## src/rtl/puf_challenge_sequencer.sv

```systemverilog
// ---------------------------------------------------------------------------
// puf_challenge_sequencer
//
// Drives an arbiter-PUF chain. For each challenge (taken from an 8-bit LFSR)
// it launches C_VOTES races. Each race is a low settle phase followed by a
// high pulse phase, and then one sample cycle. The races are majority-voted
// into one response bit. C_RESP_BITS bits are collected into a response
// word, which is then offered to a consumer.
//
// Handshake: oready is high only while IDLE; istart is accepted on any edge
// where oready=1. ovalid is high only while DONE and stays high until a
// rising edge sees iack=1; the sequencer returns to IDLE on that edge.
// istart outside IDLE and iack outside DONE have no effect.
//
// Ports
//   iclk            clock, rising edge
//   irst            synchronous active-high reset
//   istart          start request (IDLE only)
//   iseed [7:0]     LFSR seed captured with istart (0 is replaced by 8'h01)
//   ochallenge[7:0] challenge to the arbiter chain (LFSR register)
//   opulse          race launch pulse
//   iresponse       arbiter output, asynchronous to iclk
//   oready          idle / ready for istart
//   ovalid          response word available
//   iack            consumer acknowledge
//   oresponse_word  majority-voted response bits, first challenge in the MSB
//   ounstable [3:0] count of non-unanimous bits, saturating at 15
//   ostate [2:0]    current FSM state (debug)
// ---------------------------------------------------------------------------
module puf_challenge_sequencer #(
   parameter int C_SETTLE    = 4,
   parameter int C_VOTES     = 7,
   parameter int C_RESP_BITS = 8
) (
   input  logic                   iclk,
   input  logic                   irst,
   input  logic                   istart,
   input  logic [7:0]             iseed,
   output logic [7:0]             ochallenge,
   output logic                   opulse,
   input  logic                   iresponse,
   output logic                   oready,
   output logic                   ovalid,
   input  logic                   iack,
   output logic [C_RESP_BITS-1:0] oresponse_word,
   output logic [3:0]             ounstable,
   output logic [2:0]             ostate
);

   // Wide enough to hold C_RESP_BITS itself so the counter never wraps.
   localparam int BW = $clog2(C_RESP_BITS + 1);

   typedef enum logic [2:0] {
      S_IDLE   = 3'd0,
      S_SETUP  = 3'd1,
      S_FIRE   = 3'd2,
      S_SAMPLE = 3'd3,
      S_DECIDE = 3'd4,
      S_DONE   = 3'd5
   } state_t;

   state_t                 state;
   state_t                 state_nxt;

   logic [3:0]             phase_cnt;
   logic [3:0]             vote_cnt;
   logic [3:0]             ones;
   logic [BW-1:0]          bit_cnt;
   logic [7:0]             lfsr;
   logic [C_RESP_BITS-1:0] word;
   logic [3:0]             unstable;
   logic                   resp_meta;
   logic                   resp_sync;

   logic                   phase_last;
   logic                   vote_last;
   logic                   bit_last;
   logic                   decided_bit;
   logic                   unanimous;

   assign phase_last  = (phase_cnt == 4'(C_SETTLE - 1));
   assign vote_last   = (vote_cnt == 4'(C_VOTES - 1));
   assign bit_last    = (bit_cnt == BW'(C_RESP_BITS - 1));
   assign decided_bit = (ones > 4'(C_VOTES / 2));
   assign unanimous   = (ones == 4'd0) || (ones == 4'(C_VOTES));

   // ---------------- state register ----------------
   always_ff @(posedge iclk) begin
      if (irst) state <= S_IDLE;
      else      state <= state_nxt;
   end

   // ---------------- next-state logic ----------------
   always_comb begin
      state_nxt = state;
      case (state)
         S_IDLE:   if (istart)     state_nxt = S_SETUP;
         S_SETUP:  if (phase_last) state_nxt = S_FIRE;
         S_FIRE:   if (phase_last) state_nxt = S_SAMPLE;
         S_SAMPLE: state_nxt = vote_last ? S_DECIDE : S_SETUP;
         S_DECIDE: state_nxt = bit_last ? S_DONE : S_SETUP;
         S_DONE:   if (iack)       state_nxt = S_IDLE;
         default:  state_nxt = S_IDLE;
      endcase
   end

   // ---------------- output decode ----------------
   // Pure decode of the state register, so no input reaches an output
   // combinationally.
   always_comb begin
      oready = 1'b0;
      ovalid = 1'b0;
      opulse = 1'b0;
      case (state)
         S_IDLE:           oready = 1'b1;
         S_FIRE, S_SAMPLE: opulse = 1'b1;
         S_DONE:           ovalid = 1'b1;
         default:          ;
      endcase
   end

   assign ostate         = state;
   assign ochallenge     = lfsr;
   assign oresponse_word = word;
   assign ounstable      = unstable;

   // ---------------- datapath ----------------
   always_ff @(posedge iclk) begin
      if (irst) begin
         resp_meta <= 1'b0;
         resp_sync <= 1'b0;
         phase_cnt <= '0;
         vote_cnt  <= '0;
         ones      <= '0;
         bit_cnt   <= '0;
         lfsr      <= 8'h00;
         word      <= '0;
         unstable  <= '0;
      end else begin
         // Two-flop synchronizer; only resp_sync is ever used.
         resp_meta <= iresponse;
         resp_sync <= resp_meta;

         case (state)
            S_IDLE: begin
               if (istart) begin
                  // An all-zero LFSR would lock up, so a zero seed is replaced.
                  lfsr      <= (iseed == 8'h00) ? 8'h01 : iseed;
                  phase_cnt <= '0;
                  vote_cnt  <= '0;
                  ones      <= '0;
                  bit_cnt   <= '0;
                  word      <= '0;
                  unstable  <= '0;
               end
            end
            S_SETUP, S_FIRE: begin
               // Shared phase counter; it restarts at each phase boundary.
               phase_cnt <= phase_last ? 4'd0 : phase_cnt + 4'd1;
            end
            S_SAMPLE: begin
               ones     <= ones + {3'b000, resp_sync};
               vote_cnt <= vote_cnt + 4'd1;
            end
            S_DECIDE: begin
               word     <= {word[C_RESP_BITS-2:0], decided_bit};
               lfsr     <= {lfsr[6:0], lfsr[7] ^ lfsr[5] ^ lfsr[4] ^ lfsr[3]};
               ones     <= '0;
               vote_cnt <= '0;
               bit_cnt  <= bit_cnt + 1'b1;
               if (!unanimous && (unstable != 4'hF)) unstable <= unstable + 4'd1;
            end
            default: ;
         endcase
      end
   end

endmodule

```

## config.mk

```make
export PLATFORM = sky130hd
export DESIGN_NAME = puf_challenge_sequencer
export DESIGN_NICKNAME = d
export VERILOG_FILES = /design/src/rtl/puf_challenge_sequencer.sv
export SDC_FILE = /design/constraint.sdc
export NUM_CORES = 1
export LEC_CHECK = 0
export BUFFER_PORTS_ARGS = -buffer_cell sky130_fd_sc_hd__buf_4
export CAP_MARGIN = 30
export CORE_UTILIZATION = 58
export DETAILED_ROUTE_END_ITERATION = 12
export PLACE_DENSITY = 0.84
export SETUP_SLACK_MARGIN = 0.02
export SLEW_MARGIN = 10
export SYNTH_ARGS = -nofsm -noshare
export SYNTH_HDL_FRONTEND = slang
export SYNTH_SLANG_ARGS = --single-unit
```

## constraint.sdc

```tcl
create_clock -name iclk -period 2.8 [get_ports iclk]
set_clock_uncertainty 0.2 [all_clocks]
set_input_delay 0.56 -clock iclk [delete_from_list [all_inputs] [get_ports iclk]]
set_output_delay 0.56 -clock iclk [all_outputs]
set_load 0.01 [all_outputs]
```

**Word-level counts from Yosys, hierarchy flattened**

Cells that the tools add are included.

- Register bits: 41
- Logic and storage cells: 73

- $add $sub $neg: 5
- Magnitude comparators: 1
- Multiplexer cells: 23
- Reductions and logical operators: 16
- Bitwise logic cells: 3
- Eq/ne operators: 15

Operators by type and width:

| kind | number |
|---|---|
| 8-bit one-hot mux with 2 select lines | 2 |
| 8-bit two-way mux | 3 |
| 4-bit one-hot mux with 2 select lines | 3 |
| 4-bit one-hot mux with 3 select lines | 2 |
| 3-bit two-way mux | 6 |
| 3-bit one-hot mux with 6 select lines | 1 |
| 4-bit by 1-bit adder with 4-bit output (second input constant) | 4 |
| 4-bit by 3-bit equality test with 1-bit output (second input constant) | 3 |
| 4-bit two-way mux | 3 |
| 2-bit != test (second input constant) | 5 |
| 8-bit zero test | 1 |
| 3-bit by 2-bit equality test with 1-bit output (second input constant) | 2 |
| 3-bit equality test (second input constant) | 2 |
| 2-bit AND reduction | 3 |
| 4-bit by 1-bit adder with 4-bit output | 1 |
| 4-bit by 2-bit equality test with 1-bit output (second input constant) | 1 |
| 4-bit by 2-bit greater-than comparator with 1-bit output (second input constant) | 1 |
| 4-bit zero test | 1 |
| 4-bit != test (second input constant) | 1 |
| 4-bit AND reduction | 1 |
| 2-bit nonzero test | 2 |
| 2-bit OR reduction | 2 |
| 3-bit by 1-bit equality test with 1-bit output (second input constant) | 1 |
| 3-bit zero test | 1 |
| other kinds (7) | 11 |

**Logic depth before layout (Yosys ltp)**

- Depth in word-level cells: 6
- Depth in mapped cells: 7
- Mapped depth without buffers: 6

**Least setup slack after synthesis**

Ideal clock, no wire load.

- Kind: reg-to-reg
- Start: reg state[2] (netlist: ostate[2])
- End: reg unstable[3] (netlist: ounstable[3])
- Slack: 1.015 ns
- Data arrival time: 1.515 ns
- Data required time: 2.530 ns
- Clock period less this slack: 1.785 ns
- Buffers on the path: 1
- Cell stages (with the launch flop): 5
- Cell sequence: dfxtp_1 > buf_4 > or3b_1 > or4_1 > a21oi_1

- Cells in the longest elaborated chain, start to end: 3
- Elaborated cells on any way between the ends: 7

RTL lines:

| what | line | text |
|---|---|---|
| start, declared | 62 | `state_t state;` |
| start signal, assigned | 90 | `else state <= state_nxt;` |
| 3-bit equality test / 3-bit zero test (equally long branches) | 144 | `case (state)` |
| 2-bit != test (no line) / 2-bit nonzero test (equally long branches) | n/a |  |
| 3-bit AND reduction (no line) | n/a |  |
| end signal, assigned | 171 | `if (!unanimous && (unstable != 4'hF)) unstable <= unstable + 4'd1;` |
| end, declared | 71 | `logic [3:0] unstable;` |

Several ways; a longest one is shown, not always the timed one.
A chain may end at the register's enable or synchronous reset.

**Worst setup path in the final report**

Ends and elaborated chain as after synthesis.

==> out/qor.yml <==
setup_path:
  worstPathArrival_ns: 2.32
  worstPathRequired_ns: 2.88
  cp_num_buf_inv: 0
  path_max_fanout: 19
  critical_path.slowest_cell: "dfxtp_1"
  critPathLaunchType: "flop"
  crit_type: "reg2reg"
  crit_path_cell_trace: "or3b_1 > or4_1 > a21oi_1"
  critPathTopFamily: "simple AND/OR/NAND/NOR gates"
  cp-end-kind: "flop"
  cpPeakStageDelay_ns: 0.68
synth:
  synth_cells: 231
  synth_warnings: 0
  syn_area_mm2: 0.001941
  syn_nets: 251
  ys_ff_latch: 41
  synth_cell_types: 41
  syn_area_per_cell_um2: 8.401
  synthFlopType: "dfxtp_1"
  seq_area_frac_synth: 0.4230
  synth_edf_count: 0
  ys_async_sr_fraction: 0
layout:
  n_antenna_cell: 0
  final_nets: 283
  final_common_cell: "dfxtp_1"
  final_layout_size_suffix_gt1_frac: 0.1970
  final_cell_mix: "dfxtp_1 (41), buf_4 (40), nor2_1 (32), a21oi_1 (22), nand2_1 (20)"
  final_core_util: 0.7391
  area_growth_pct: 18.18
placed_design:
  dp_hpwl_mm: 2.611
  place_congestion: 0.8102
  dp_worst_setup_slack_ns: 0.6124
  port_buffers: 38
global_route:
  grt_pass1_vias: 1477
  grt_usage: 0.2405
  grt_pass1_wl_mm: 6.610
  grt_overflow: 0
  antenna_found_initial: 0
  grt_start_max_net_pins: 37
die:
  ios: 39
  chipHeight_um: 59.85
  start_util: 0.6254
  coreArea_mm2: 0.003103
  rows: 20
  dieArea_mm2: 0.003581
  die_w_um: 59.85
clocking:
  clk_latency_ns: 0.33
  h-tree-depth: 2
  postCtsSetupRepairBufs: 0
  path_clk_slew_ns: 0.12
  cts_buffers: 5
  root_buffer: "clkbuf_4"
  clock_path_buffers: 2
  cts_tree: "done"
  cts_hold_buf: 0
  cts.repair.resized: 0
  cts.sinks: 41
route:
  via_count: 1741
  wire_per_inst_um: 12.51
  postRouteAntennaNets: 0
  dr.pass1.iters: 4
  via_per_inst: 5.653
  routed_wl_mm: 3.854
  drt_iter0_drc: 112
  drc: 0
hold_path:
  hold_path.class: "in2reg"
power_and_ir_drop:
  total_power_w: 0.001584
  ir_drop_uv: 545.3
  p_leak_nw: 0.9058
  power_density_mw_per_mm2: 690.6
timing:
  slew_viol_final: 0
  finalWorstSetupSlack_ns: 0.5565
  rsz0062_at_grt: "false"
  setup_viol: 0
  tns_ns: 0
  tightest_slew_ns: 0.5400
  fmax_mhz: 445.7
  fin_crit_ns: 2.244
  finalCritPeriodShare: 0.8013
  hold_viol_final: 0
  relSlewSlack: 0.6400
run_status:
  status: "finished, final reports clean"
run:
  max_cap_viol_count: 0
stage by stage:
| step | hold WS, ns | instances | area [um2] |
|---|---|---|---|
| 6_report | 0.2363 | 308 | 2293 |
| 5_1_grt | 0.2343 | 308 | 2293 |
| 4_1_cts | 0.2315 | 308 | 2293 |
| 3_5_place_dp | 0.2297 | 300 | 2223 |
| 3_3_place_gp | 0.2180 | 300 | 2223 |
| 2_1_floorplan | 0.2138 | 231 | 1941 |
synth_stat cells (all sizes together), types with 2 or more instances:
library cell	instances	share of area
nand2	20	0.039
nor2b	3	0.0097
dfxtp	41	0.42
nand2b	5	0.016
a22oi	11	0.043
buf	6	0.020
xnor2	2	0.0090
a311oi	9	0.041
nand3b	5	0.019
o21ai	8	0.021
or3	7	0.023
inv	5	0.0097
ha	7	0.045
nor4	2	0.0064
nand4b	3	0.014
nor3b	2	0.010
o31ai	3	0.012
a21oi	22	0.057
nor3	5	0.013
clkbuf	9	0.017
a211oi	2	0.010
or4	3	0.012
nor2	32	0.062
nand3	6	0.015
where the power goes:
group          switching (W)  internal [W]  total (W)  leakage (nW)
Combinational       0.000282      0.000238   0.000520         0.531
Clock               0.000183      0.000146   0.000328        0.0413
Sequential         0.0000926      0.000643   0.000736         0.333
logic make-up after synthesis:
logic type                 after synthesis  share of synthesized area
adders and majority gates                7                    0.04513
muxes                                    1                   0.005158
AOI/OAI and AO/OA                       61                     0.2089
DFF                                     41                     0.4230
buffers and inverters                   20                    0.04707
xor gates and xnor gates                 3                    0.01354
and+or+nand+nor                         98                     0.2573
worst paths after layout:
| check | start | end | slack [ns] | cells past startpoint |
|---|---|---|---|---|
| hold reg to reg | resp_meta | resp_sync | 0.25 | 1 |
| setup / recovery | ostate[2] | ounstable[3] | 0.56 | 3 |
| setup reg to reg | ostate[2] | ounstable[3] | 0.56 | 3 |
| hold / removal | iresponse | resp_meta | 0.24 | 2 |
flip-flops by register name (all words and copies together), names as in the netlist:
register / flops
ochallenge: 8
oresponse_word: 8
bit_cnt: 4
ones: 4
ounstable: 4
phase_cnt: 4
vote_cnt: 4
ostate: 3
resp_meta: 1
resp_sync: 1
final cells by class:
cell class | instances | area (um2)
well taps | 44 | 55.05
repair buffers | 40 | 300.3
fillers | 268 | 809.5
clock buffers | 7 | 65.06
multi-input cells | 170 | 1028
flip-flops and latches | 41 | 820.8
clock inverters | 1 | 5.005
inverters | 5 | 18.77
metal layers:
layer / up-vias / wire [um] / global-route usage
li1: 898 / - / -
met1: 796 / 1869 / 0.3306
met2: 40 / 1761 / 0.3794
met3: 7 / 169 / 0.04978
met4: 0 / 53 / 0.06977
met5: - / 0 / 0
Power figures use the tool's default switching activity.
